[config.mk]
export PLATFORM = sky130hd
export DESIGN_NAME = uart_rx_frame_flat
export DESIGN_NICKNAME = d
export VERILOG_FILES = /design/src/rtl/uart_pkg.sv /design/src/rtl/uart_rx_frame_if.sv /design/src/rtl/uart_rx_frame_sync_2ff.sv /design/src/rtl/uart_rx_frame.sv /design/src/flat_wrapper.sv
export SDC_FILE = /design/constraint.sdc
export NUM_CORES = 1
export LEC_CHECK = 0
export ABC_AREA = 1
export BUFFER_PORTS_ARGS = -buffer_cell sky130_fd_sc_hd__clkbuf_2
export CAP_MARGIN = 0
export CORE_ASPECT_RATIO = 1.25
export CORE_MARGIN = 2
export CORE_UTILIZATION = 45
export CTS_BUF_LIST = sky130_fd_sc_hd__clkbuf_8
export CTS_CLUSTER_SIZE = 16
export DETAILED_ROUTE_END_ITERATION = 8
export PLACE_DENSITY = 0.65
export SYNTH_ARGS = -nofsm -noshare
export SYNTH_HDL_FRONTEND = slang
export SYNTH_SLANG_ARGS = --single-unit
[constraint.sdc]
create_clock -name clk -period 1.4 [get_ports clk]
set_input_delay 0.07 -clock clk [delete_from_list [all_inputs] [get_ports clk]]
set_output_delay 0.07 -clock clk [all_outputs]
set_load 0.01 [all_outputs]
[src/rtl/uart_pkg.sv]
// Shared UART definitions: receive FSM states, frame width and default bit timing.
package uart_pkg;

  typedef enum logic [2:0] {
    IDLE,
    START,
    DATA,
    PARITY,
    STOP
  } state_t;

  localparam int UART_DATA_BITS       = 8;
  localparam int DEFAULT_CLKS_PER_BIT = 868;

endpackage

[src/rtl/uart_rx_frame_if.sv]
// Receive-side bundle: serial line into the framer, parallel frame out to the parity checker.
interface uart_rx_frame_if;
  import uart_pkg::*;

  logic                      rx;
  logic [UART_DATA_BITS-1:0] data;
  logic                      pbit;
  logic                      pload;
  logic                      stoperror;
  logic                      busy;

  modport master (input rx, output data, output pbit, output pload, output stoperror, output busy);
  modport slave  (output rx, input data, input pbit, input pload, input stoperror, input busy);
endinterface

[src/rtl/uart_rx_frame_sync_2ff.sv]
// Two-flop synchroniser for an asynchronous single-bit input, with a selectable reset value.
module sync_2ff #(
  parameter bit RESET_VAL = 1'b1
) (
  input  logic clk,
  input  logic rst,
  input  logic d,
  output logic q
);

  logic meta;

  always_ff @(posedge clk or posedge rst) begin
    if (rst) begin
      meta <= RESET_VAL;
      q    <= RESET_VAL;
    end else begin
      meta <= d;
      q    <= meta;
    end
  end

endmodule

[src/rtl/uart_rx_frame.sv]
// UART receive framer: 8 data bits LSB-first, one parity bit, one stop bit, sampled at mid-bit.
module uart_rx_frame
  import uart_pkg::*;
#(
  parameter int CLKS_PER_BIT = DEFAULT_CLKS_PER_BIT
) (
  input  logic           clk,
  input  logic           rst,
  uart_rx_frame_if.master bus
);

  localparam int CW = (CLKS_PER_BIT > 1) ? $clog2(CLKS_PER_BIT) : 1;
  localparam logic [CW-1:0] HALF_LOAD = CW'(CLKS_PER_BIT / 2 - 1);
  localparam logic [CW-1:0] FULL_LOAD = CW'(CLKS_PER_BIT - 1);
  localparam logic [2:0]    LAST_BIT  = 3'(UART_DATA_BITS - 1);

  state_t                    state;
  logic [CW-1:0]             cnt;
  logic [2:0]                bit_cnt;
  logic [UART_DATA_BITS-1:0] shift;
  logic                      par;
  logic                      rx_s;
  logic                      tick;

  logic [UART_DATA_BITS-1:0] data_q;
  logic                      pbit_q;
  logic                      pload_q;
  logic                      stoperror_q;
  logic                      busy_q;

  sync_2ff #(.RESET_VAL(1'b1)) u_sync (
    .clk (clk),
    .rst (rst),
    .d   (bus.rx),
    .q   (rx_s)
  );

  assign tick = (cnt == '0);

  always_ff @(posedge clk or posedge rst) begin
    if (rst) begin
      state       <= IDLE;
      cnt         <= '0;
      bit_cnt     <= '0;
      shift       <= '0;
      par         <= 1'b0;
      data_q      <= '0;
      pbit_q      <= 1'b0;
      pload_q     <= 1'b0;
      stoperror_q <= 1'b0;
      busy_q      <= 1'b0;
    end else begin
      pload_q <= 1'b0;
      // Outside IDLE the counter free-runs down and reloads a full bit on every sample point.
      if (state != IDLE) cnt <= tick ? FULL_LOAD : cnt - CW'(1);
      case (state)
        IDLE: begin
          if (!rx_s) begin
            bit_cnt <= '0;
            cnt     <= HALF_LOAD;
            state   <= START;
          end
        end
        START: begin
          if (tick) begin
            if (!rx_s) begin
              state  <= DATA;
              busy_q <= 1'b1;
            end else begin
              state <= IDLE;
            end
          end
        end
        DATA: begin
          if (tick) begin
            shift   <= {rx_s, shift[UART_DATA_BITS-1:1]};
            bit_cnt <= bit_cnt + 3'd1;
            if (bit_cnt == LAST_BIT) state <= PARITY;
          end
        end
        PARITY: begin
          if (tick) begin
            par   <= rx_s;
            state <= STOP;
          end
        end
        STOP: begin
          // Leaving at mid-stop-bit leaves half a bit to catch a back-to-back start edge.
          if (tick) begin
            pload_q     <= 1'b1;
            data_q      <= shift;
            pbit_q      <= par;
            stoperror_q <= ~rx_s;
            busy_q      <= 1'b0;
            state       <= IDLE;
          end
        end
        default: state <= IDLE;
      endcase
    end
  end

  assign bus.data      = data_q;
  assign bus.pbit      = pbit_q;
  assign bus.pload     = pload_q;
  assign bus.stoperror = stoperror_q;
  assign bus.busy      = busy_q;

endmodule
[src/flat_wrapper.sv]
// flat-port wrapper written by rule: the top's interface ports become plain ports
module uart_rx_frame_flat import uart_pkg::*;
#(
  parameter int CLKS_PER_BIT = DEFAULT_CLKS_PER_BIT
)
  (clk, rst, bus_rx, bus_data, bus_pbit, bus_pload, bus_stoperror, bus_busy);
  uart_rx_frame_if bus_i ();
  input  logic clk;
  input  logic rst;
  input wire logic [$bits(bus_i.rx)-1:0] bus_rx;
  output wire logic [$bits(bus_i.data)-1:0] bus_data;
  output wire logic [$bits(bus_i.pbit)-1:0] bus_pbit;
  output wire logic [$bits(bus_i.pload)-1:0] bus_pload;
  output wire logic [$bits(bus_i.stoperror)-1:0] bus_stoperror;
  output wire logic [$bits(bus_i.busy)-1:0] bus_busy;
  assign bus_i.rx = bus_rx;
  assign bus_data = bus_i.data;
  assign bus_pbit = bus_i.pbit;
  assign bus_pload = bus_i.pload;
  assign bus_stoperror = bus_i.stoperror;
  assign bus_busy = bus_i.busy;
  uart_rx_frame #(.CLKS_PER_BIT(CLKS_PER_BIT)) u_core (.clk(clk), .rst(rst), .bus(bus_i));
endmodule
==> results.yml, run 1 <==
final_layout:
  area_growth_pct: 34.91
  final_nets: 267
  fillers: 346
  multi_input_area_um2: 894.6
  design_area_mm2: 0.002529
  final_layout_size_suffix_gt1_share_pct: 38.93
  finalNonFillerCells: 318
  insertedDiodeCount: 0
  ff_latch_area_um2: 979.7
worst_setup_path:
  crit_path_end_kind: "flip-flop"
  critPathBufInv: 3
  slowest_delay_ps: 400
  critPathLaunchType: "flip-flop"
  rr_worst_depth: 9
  arrival_ps: 1630
  worst_ep_required_time_ps: 1590
  slowest_stage: "dfrtp_1"
  crit_cells: 9
  cpLargestDelayFamily: "flip-flops"
  crit_top_cell: "nand2_4"
  criticalPathCategory: "flip-flop to flip-flop"
  crit_fanout: 10
  crit_chain: "inv_2, ha_4, nand2_4, nor2_4, nand2_4, buf_6, buf_12, o21ai_1, nand2_1"
drt:
  avgViaCountPerCell: 4.767
  first_pass_iters: 4
  initialDrtViolationCount: 82
  routed_wl_um: 3711
  drtAntennaViolNets: 0
  vias: 1516
  routedWlPerCell_um: 11.67
  drc: 0
sta:
  drv_slew: 0
  hold_violations: 0
  period_minus_slack_ps: 1440
  period_share_pct: 102.9
  tightest_slew_ps: 424.5
  rsz0062_at_grt: "yes"
  worst_slack_ps: -40.43
  finClkSkew_ps: 6.582
  tns_ps: -563.1
  clock.fmax_ghz: 0.6942
  slew_headroom_pct: 71.67
  setup_viol: 20
floorplanning:
  num_rows: 26
  start_util_pct: 46.46
  fp.dieArea_mm2: 0.004701
  die_w_um: 61.73
  io_pins: 15
  core_mm2: 0.004034
  die_y_um: 76.16
yosys:
  yosys_warnings: 0
  yosys-top-cells-area: "dfrtp_1 49%, nand2_1 13%, inv_1 4.4%, nand3_1 4.0%, o21ai_2 3.7%"
  yosys.area.top_type: "dfrtp_1"
  synth_cells: 215
  avgSynthCellArea_um2: 8.718
  async_flop_share_pct: 100.0
  synth_nets: 221
  ys_seq_elements: 39
  synth_edf_count: 0
  yosysUniqueCellTypes: 28
  seq_area_frac_synth_pct: 52.20
  ys.flop_type: "dfrtp_1"
  synth.cell_area_mm2: 0.001874
  yosysTopAreaCellShare_pct: 49.40
power_and_ir_drop:
  ir_worst_vdd_uv: 633.4
  p_comb_share_pct: 1.6
  p_int_mw: 1.852
  leakage_nw: 1.276
  pwr-share-seq_pct: 49.5
  switching_share_pct: 19.16
  clkPwrFrac_pct: 48.9
  p_switching_uw: 438.9
  power_density_mw_per_mm2: 905.8
cts:
  root_buffer: "clkbuf_8"
  htree_levels: 2
  tritoncts: "built"
  path_clk_slew_ps: 80
  clock_sinks: 39
  numCtsBuffers: 5
  clk_latency_ps: 300
  clk_path_buf_depth: 2
placement:
  post_dp_cell_area_mm2: 0.002148
  gp_congestion: 0.8382
  io_buffer_count: 14
  placedCellCount: 299
  dpl.hpwl_um: 2624
  pre_cts_slack_ps: -13.12
global_routing:
  grt.total_usage_pct: 17.43
  grt_pass1_vias: 1414
  grt_pass1_wl_um: 6203
  antenna_found_initial: 0
  overflow: 0
  grt_start_max_net_pins: 17
run_status:
  outcome: "complete, but fails checks"
  violations: "setup timing"
worst_hold_path:
  hold_class: "primary input to asynchronous set/reset pin"
run:
  maxCapViolCount: 0
==> layout make-up <==
type | instances | area share [%]
sequential | 39 | 38.74
clock buffer | 5 | 2.721
clock inverter | 3 | 2.672
inverter | 25 | 3.711
tap | 56 | 2.771
timing repair buffer | 43 | 14.00
multi-input combinational | 147 | 35.38
==> path summary, 6_finish.rpt <==
| path | endpoint | slack [ps] | start |
|---|---|---|---|
| worst max-delay path | u_core.bus.data[4]$_DFFE_PP0P_ | -40 | u_core.cnt[0]$_DFF_PP0_ |
| worst min-delay path | u_core.shift[3]$_DFFE_PP0P_ | 290 | rst |
| worst max register to register | u_core.bus.data[4]$_DFFE_PP0P_ | -40 | u_core.cnt[0]$_DFF_PP0_ |
| worst min register to register | u_core.u_sync.q$_DFF_PP1_ | 360 | u_core.u_sync.meta$_DFF_PP1_ |
| max in group asynchronous | u_core.cnt[2]$_DFF_PP0_ | 540 | rst |
| min in group clk | u_core.u_sync.q$_DFF_PP1_ | 360 | u_core.u_sync.meta$_DFF_PP1_ |
==> routing by layer <==
layer  global-route usage, %  vias up  wire length [um]  part of all wire (%)
li1                        -      781                 -                     -
met1                   21.26      687              1589                    43
met2                   28.84       41              1898                    51
met3                   4.584        7               159                   4.3
met4                   5.957        0                63                   1.7
met5                       0        -                 0                     0
==> cell usage after synthesis (2+ instances only) <==
| cell type | n |
|---|---|
| nand4_1 | 2 |
| nand2_1 | 65 |
| dfstp_2 | 2 |
| ha_1 | 3 |
| nor2_2 | 3 |
| nand2_2 | 4 |
| o21ai_1 | 12 |
| inv_2 | 3 |
| nor2_4 | 3 |
| nand3_1 | 15 |
| nor2_1 | 13 |
| o21ai_0 | 8 |
| dfrtp_1 | 37 |
| buf_6 | 3 |
| inv_1 | 22 |
| o21ai_2 | 8 |
==> registers in the layout (all words and copies together) (netlist names) <==
name                  flops
u_core.bus.stoperror      1
u_core.bus.pbit           1
u_core.bus.pload          1
u_core.bus.data           8
u_core.bus.busy           1
u_core.u_sync.meta        1
u_core.u_sync.q           1
u_core.cnt               10
u_core.par                1
u_core.shift              8
u_core.bit_cnt            3
u_core.state              3
==> cell families after synthesis <==
group / synth area share (%)
buf+inv: 7.076
flops: 52.20
compound gates: 11.08
simple gates: 26.70
fa+ha+maj: 2.003
xor+xnor: 0.9348
==> power by group through the flow <==
stage / clock network (mW) / registers [mW] / logic (mW)
after floorplan: 0 / 1.15 / 0.0199
after global placement: 0 / 1.16 / 0.0352
after detailed placement: 0 / 1.16 / 0.0359
after CTS: 1.15 / 1.13 / 0.0404
after global routing: 1.19 / 1.13 / 0.0450
final: 1.12 / 1.13 / 0.0374
==> what timing repair did <==
action                     CTS  global route
setup endpoints to repair   17            35
pin swaps                    5            10
gates resized for setup     16            28
hold buffers                 2             0
gates cloned                 1             0
setup buffers                4             5
hold endpoints to repair     9             0
==> worst reg2reg max path: cells and delay by family (launching register included) <==
| kind | cells | cell delay, ps |
|---|---|---|
| buffers and inverters | 3 | 370 |
| AND/OR/NAND/NOR | 4 | 310 |
| adder cells (fa/ha/maj) | 1 | 160 |
| AO/OA/AOI/OAI | 1 | 110 |
| flip-flops | 1 | 400 |
==> cells in the final DEF (no fill, tap or decap), drive strengths merged <==
cell         count
a21oi            1
a31oi            1
and2             1
buf             27
bufinv           2
clkbuf          19
clkinvlp         1
dfrtp           37
dfstp            2
dlygate4sd3      2
ha               3
inv             25
nand2           70
nand3           16
nand4            2
nor2            19
o21a             1
o21ai           28
o21ba            1
o221ai           1
or2              1
xnor2            1
xor2             1
==> per-stage QoR <==
step                utilization (%)  power (mW)  hold WS, ps
finish                        62.69       2.291        289.8
global route                  62.69       2.367        345.6
CTS                           59.74       2.320        310.0
detailed placement            53.26       1.191        76.99
global placement              53.26       1.190        75.19
floorplan                         -       1.174        74.48
(Power assumes the default switching activity.)
==> run 2: changes to the inputs <==
- CORE_ASPECT_RATIO: 1.25 -> not set
==> run 2 against run 1 <==
  * The flow still finishes with violations (setup timing)
  * Register-to-register slack better by 40 ps
  * Cell area is 2.3% lower
  * Global-route usage is 0.74 points higher
  * Maximum frequency increased by 2.5%
  * Clock-buffer cell count unchanged
==> results.yml, run 2 (synthesis gave the netlist of run 1 again) <==
drt:
  initialDrtViolationCount: 106
  routed_wl_um: 3862
  avgViaCountPerCell: 4.803
  drtAntennaViolNets: 0
  routedWlPerCell_um: 12.30
  vias: 1508
  drc: 0
  first_pass_iters: 4
sta:
  clock.fmax_ghz: 0.7119
  hold_violations: 0
  rsz0062_at_grt: "yes"
  holdWs_ps: 357.5
  period_share_pct: 100.3
  worst_slack_ps: -4.744
  tns_ps: -10.87
  drv_slew: 0
  period_minus_slack_ps: 1405
  slew_headroom_pct: 67.12
  tightest_slew_ps: 493.2
  finClkSkew_ps: 8.119
  setup_viol: 3
floorplanning:
  die_w_um: 68.54
  io_pins: 15
  start_util_pct: 46.86
  core_mm2: 0.004000
  die_y_um: 68.54
  fp.dieArea_mm2: 0.004697
  num_rows: 23
power_and_ir_drop:
  power_density_mw_per_mm2: 857.0
  ir_worst_vdd_uv: 598.5
  leakage_nw: 1.273
  finalPower_mw: 2.117
final_layout:
  ff_latch_area_um2: 980.9
  mostFrequentLayoutCell: "nand2_1"
  area_growth_pct: 31.78
  fillers: 335
  final_layout_size_suffix_gt1_share_pct: 39.39
  final_cell_mix: "53 x nand2_1, 35 x dfrtp_1, 23 x buf_4, 19 x inv_1"
  finalNonFillerCells: 314
  largest_reg_flops: 10
  insertedDiodeCount: 0
  multi_input_area_um2: 867.1
  top_register: "u_core.cnt"
  final_nets: 269
  design_area_mm2: 0.002470
global_routing:
  overflow: 0
  grt_pass1_wl_um: 6223
  grt_pass1_vias: 1372
  grt.total_usage_pct: 18.17
  antenna_found_initial: 0
  grt_start_max_net_pins: 40
cts:
  clock_sinks: 39
  clk_path_buf_depth: 2
  root_buffer: "clkbuf_8"
  tritoncts: "built"
  path_clk_slew_ps: 80
  clk_latency_ps: 290
  htree_levels: 2
  numCtsBuffers: 5
placement:
  placedCellCount: 293
  io_buffer_count: 14
  dpl.hpwl_um: 2555
  post_dp_cell_area_mm2: 0.002128
  gp_congestion: 0.8608
worst_setup_path:
  critPathBufInv: 2
  cpLargestDelayFamily: "simple AND/OR/NAND/NOR gates"
  worst_ep_required_time_ps: 1590
  crit_path_end_kind: "flip-flop"
  criticalPathCategory: "flip-flop to flip-flop"
  critPathLaunchType: "flip-flop"
  slowest_delay_ps: 390
  arrival_ps: 1590
  crit_fanout: 7
  slowest_stage: "dfrtp_1"
  crit_chain: "inv_2, ha_4, nand2_4, nor2_4, nand2_4, nor2_4, buf_6, o21ba_4"
run_status:
  violations: "setup timing"
  outcome: "complete, but fails checks"
worst_hold_path:
  hold_class: "flip-flop to flip-flop"
run:
  maxCapViolCount: 0
[run 2: changes by cell type in the layout (fill, tap and decap cells not counted), sizes merged]
| cell | delta |
|---|---|
| clkinv | +2 |
| clkbuf | +1 |
| buf | +1 |
| clkinvlp | -1 |
| bufinv | -1 |
[run 2: per-stage QoR]
step | utilization [%] | setup WS [ps]
global placement | 53.21 | -10.51
finish | 61.75 | -4.744
floorplan | - | 0.7840
CTS | 59.02 | -48.76
detailed placement | 53.21 | -72.80
global route | 61.75 | -80.33
[run 2: power breakdown]
group	switching (mW)	total, mW	internal, mW
clock network	0.418	0.949	0.531
registers	0.00205	1.13	1.13
logic	0.0265	0.0350	0.00851
total	0.446	2.12	1.67
[run 2: per-layer routing]
layer | GRT usage (%) | share of wire [%] | vias to the layer above
met1 | 26.11 | 51 | 696
met5 | 0 | 0 | -
met4 | 6.500 | 1.1 | 0
met3 | 4.870 | 3.3 | 5
li1 | - | - | 782
met2 | 26.32 | 45 | 25
[run 2: worst paths after layout]
path / from / cells past startpoint / slack (ps) / endpoint
worst min-delay path: u_core.u_sync.meta$_DFF_PP1_ / 0 / 360 / u_core.u_sync.q$_DFF_PP1_
max in group asynchronous: rst / 4 / 620 / u_core.state[1]$_DFFE_PP0P_
worst max-delay path: u_core.cnt[0]$_DFF_PP0_ / 8 / -5 / u_core.bus.busy$_DFFE_PP0P_
worst max register to register: u_core.cnt[0]$_DFF_PP0_ / 8 / -5 / u_core.bus.busy$_DFFE_PP0P_
worst min register to register: u_core.u_sync.meta$_DFF_PP1_ / 0 / 360 / u_core.u_sync.q$_DFF_PP1_
min in group asynchronous: rst / 4 / 410 / u_core.bit_cnt[0]$_DFFE_PP0P_
[run 2: layout make-up]
class                   instances  area share, %
repair buffers                 45          14.29
clock buffers                   5          2.786
flip-flops and latches         39          39.72
well taps                      50          2.533
multi-input cells             147          35.11
inverters                      25          3.799
clock inverters                 3          1.773
[run 2: what timing repair did]
item	in CTS	in global routing
hold buffers	2	0
setup buffers	4	6
endpoints found under the hold margin	38	0
pin swaps	5	9
gates resized for setup	10	33
gates cloned	2	0
setup endpoints to repair	17	36
==> run 3: changes to the inputs <==
==> constraint.sdc (replaced) <==
create_clock -name clk -period 1.4 [get_ports clk]
set_input_delay 0.14 -clock clk [delete_from_list [all_inputs] [get_ports clk]]
set_output_delay 0.14 -clock clk [all_outputs]
set_load 0.01 [all_outputs]
==> run 3 against run 2 <==
  * The flow still finishes with violations (setup timing)
  * Clock-buffer cell count unchanged
  * Combinational power increased by 15%
  * Cell count decreased by 1.9%
  * Flip-flop and latch count unchanged
  * Cell area decreased by 1.5%
  * First-iteration DRC count decreased by 27%
  * Total power increased by 0.44%
  * Die area unchanged
  * Wire length increased by 3.4%
  * Critical path type unchanged
  * Largest cell class unchanged
==> results.yml, run 3 (synthesis gave the netlist of run 1 again) <==
worst_setup_path:
  crit_fanout: 8
  crit_path_end_kind: "flip-flop"
  arrival_ps: 1610
  rr_worst_depth: 9
  criticalPathCategory: "flip-flop to flip-flop"
  rrSetupSlack_ps: -20
  reg2reg_to: "u_core.shift[1]$_DFFE_PP0P_"
  r2r-start: "u_core.cnt[0]$_DFF_PP0_"
  critPathLaunchType: "flip-flop"
  worst_ep_required_time_ps: 1590
cts:
  root_buffer: "clkbuf_8"
  clk_latency_ps: 300
  clock_sinks: 39
  htree_levels: 2
  clk_path_buf_depth: 2
  path_clk_slew_ps: 80
  numCtsBuffers: 5
  tritoncts: "built"
global_routing:
  grt.total_usage_pct: 18.22
  grt_start_max_net_pins: 40
  overflow: 0
  antenna_found_initial: 0
  grt_pass1_vias: 1340
  grt_pass1_wl_um: 6251
sta:
  setup_viol: 9
  holdWs_ps: 359.1
  rsz0062_at_grt: "yes"
  tns_ps: -152.5
  tightest_slew_ps: 236.4
  drv_slew: 0
  finClkSkew_ps: 5.930
  worst_slack_ps: -23.92
  hold_violations: 0
  slew_headroom_pct: 84.07
  period_share_pct: 101.7
  clock.fmax_ghz: 0.7023
  period_minus_slack_ps: 1424
run_status:
  violations: "setup timing"
  outcome: "complete, but fails checks"
placement:
  gp_congestion: 0.8545
  placedCellCount: 293
  io_buffer_count: 14
  dpl.hpwl_um: 2631
worst_hold_path:
  hold_depth: 0
  min_to: "u_core.u_sync.q$_DFF_PP1_"
  holdCritStartpoint: "u_core.u_sync.meta$_DFF_PP1_"
  hold_class: "flip-flop to flip-flop"
final_layout:
  largest_reg_flops: 10
  final_cell_mix: "55 x nand2_1, 35 x dfrtp_1, 20 x inv_1, 16 x buf_4, 15 x nand3_1"
  finalNonFillerCells: 308
  final_util_pct: 60.84
  mostFrequentLayoutCell: "nand2_1"
  insertedDiodeCount: 0
  final_layout_size_suffix_gt1_share_pct: 36.43
  fillers: 336
  top_register: "u_core.cnt"
  area_growth_pct: 29.84
  final_nets: 263
floorplanning:
  start_util_pct: 46.86
  core_mm2: 0.004000
  io_pins: 15
  num_rows: 23
  die_y_um: 68.54
  fp.dieArea_mm2: 0.004697
  die_w_um: 68.54
drt:
  avgViaCountPerCell: 4.912
  first_pass_iters: 4
  routedWlPerCell_um: 12.96
  routed_wl_um: 3992
  drc: 0
  drtAntennaViolNets: 0
  vias: 1513
  initialDrtViolationCount: 77
power_and_ir_drop:
  ir_worst_vdd_uv: 560.5
  leakage_nw: 1.244
  power_density_mw_per_mm2: 873.6
run:
  maxCapViolCount: 0
-- run 3: changes by cell type in the layout (fill, tap and decap cells not counted), sizes merged --
cell	delta
buf	-6
-- run 3: cell type report --
type	instances	area (um2)	area share (%)
multi-input combinational	147	854.6	35.12
clock inverter	3	43.79	1.799
inverter	25	93.84	3.856
tap	50	62.56	2.571
sequential	39	980.9	40.31
clock buffer	5	68.82	2.828
timing repair buffer	39	329.1	13.52
-- run 3: worst max-delay path by stage --
| stage | slack (ps) | cells after the start | endpoint | from |
|---|---|---|---|---|
| after detailed placement | -60 | 8 | u_core.bus.data[2]$_DFFE_PP0P_ | u_core.cnt[0]$_DFF_PP0_ |
| final | -20 | 9 | u_core.shift[1]$_DFFE_PP0P_ | u_core.cnt[0]$_DFF_PP0_ |
| after global routing | -110 | 8 | u_core.state[2]$_DFFE_PP0P_ | u_core.state[2]$_DFFE_PP0P_ |
| after floorplan | 0.8 | 8 | u_core.shift[5]$_DFFE_PP0P_ | u_core.cnt[0]$_DFF_PP0_ |
| after CTS | -20 | 8 | u_core.bus.data[7]$_DFFE_PP0P_ | u_core.cnt[0]$_DFF_PP0_ |
| after global placement | -20 | 8 | u_core.bus.data[3]$_DFFE_PP0P_ | u_core.cnt[0]$_DFF_PP0_ |
-- run 3: through the flow --
stage	power, mW	cell area, um2	setup WS (ps)
2_1_floorplan	1.174	1874	0.7840
5_1_grt	2.200	2434	-114.1
4_1_cts	2.138	2308	-15.24
6_report	2.126	2434	-23.92
3_5_place_dp	1.192	2141	-59.11
3_3_place_gp	1.192	2141	-17.05
-- run 3: power breakdown --
part | internal (mW) | switching [mW]
registers | 1.13 | 0.00183
logic | 0.0125 | 0.0279
clock network | 0.531 | 0.422
total | 1.67 | 0.452
-- run 3: repair_timing --
item,in CTS,in global routing
endpoints found under the setup margin,15,35
endpoints found under the hold margin,38,0
gates resized for setup,7,28
buffers inserted,0,3
pin swaps,2,6
cloned,1,1
hold buffers,2,0
-- run 3: worst max-delay path, cell delays in order (launching register included) --
cell	delay (ps)
dfrtp_1	400
inv_2	80
ha_4	140
nand2_4	60
nor2_4	140
buf_6	120
nand3_4	100
buf_12	170
nand2_2	50
o21ai_2	50
-- run 3: routing by layer --
metal	up-vias	track usage, %	wire, um
met5	-	0	0
met4	0	6.000	55
met3	6	4.870	114
met2	25	27.04	1835
met1	717	25.79	1986
li1	765	-	-
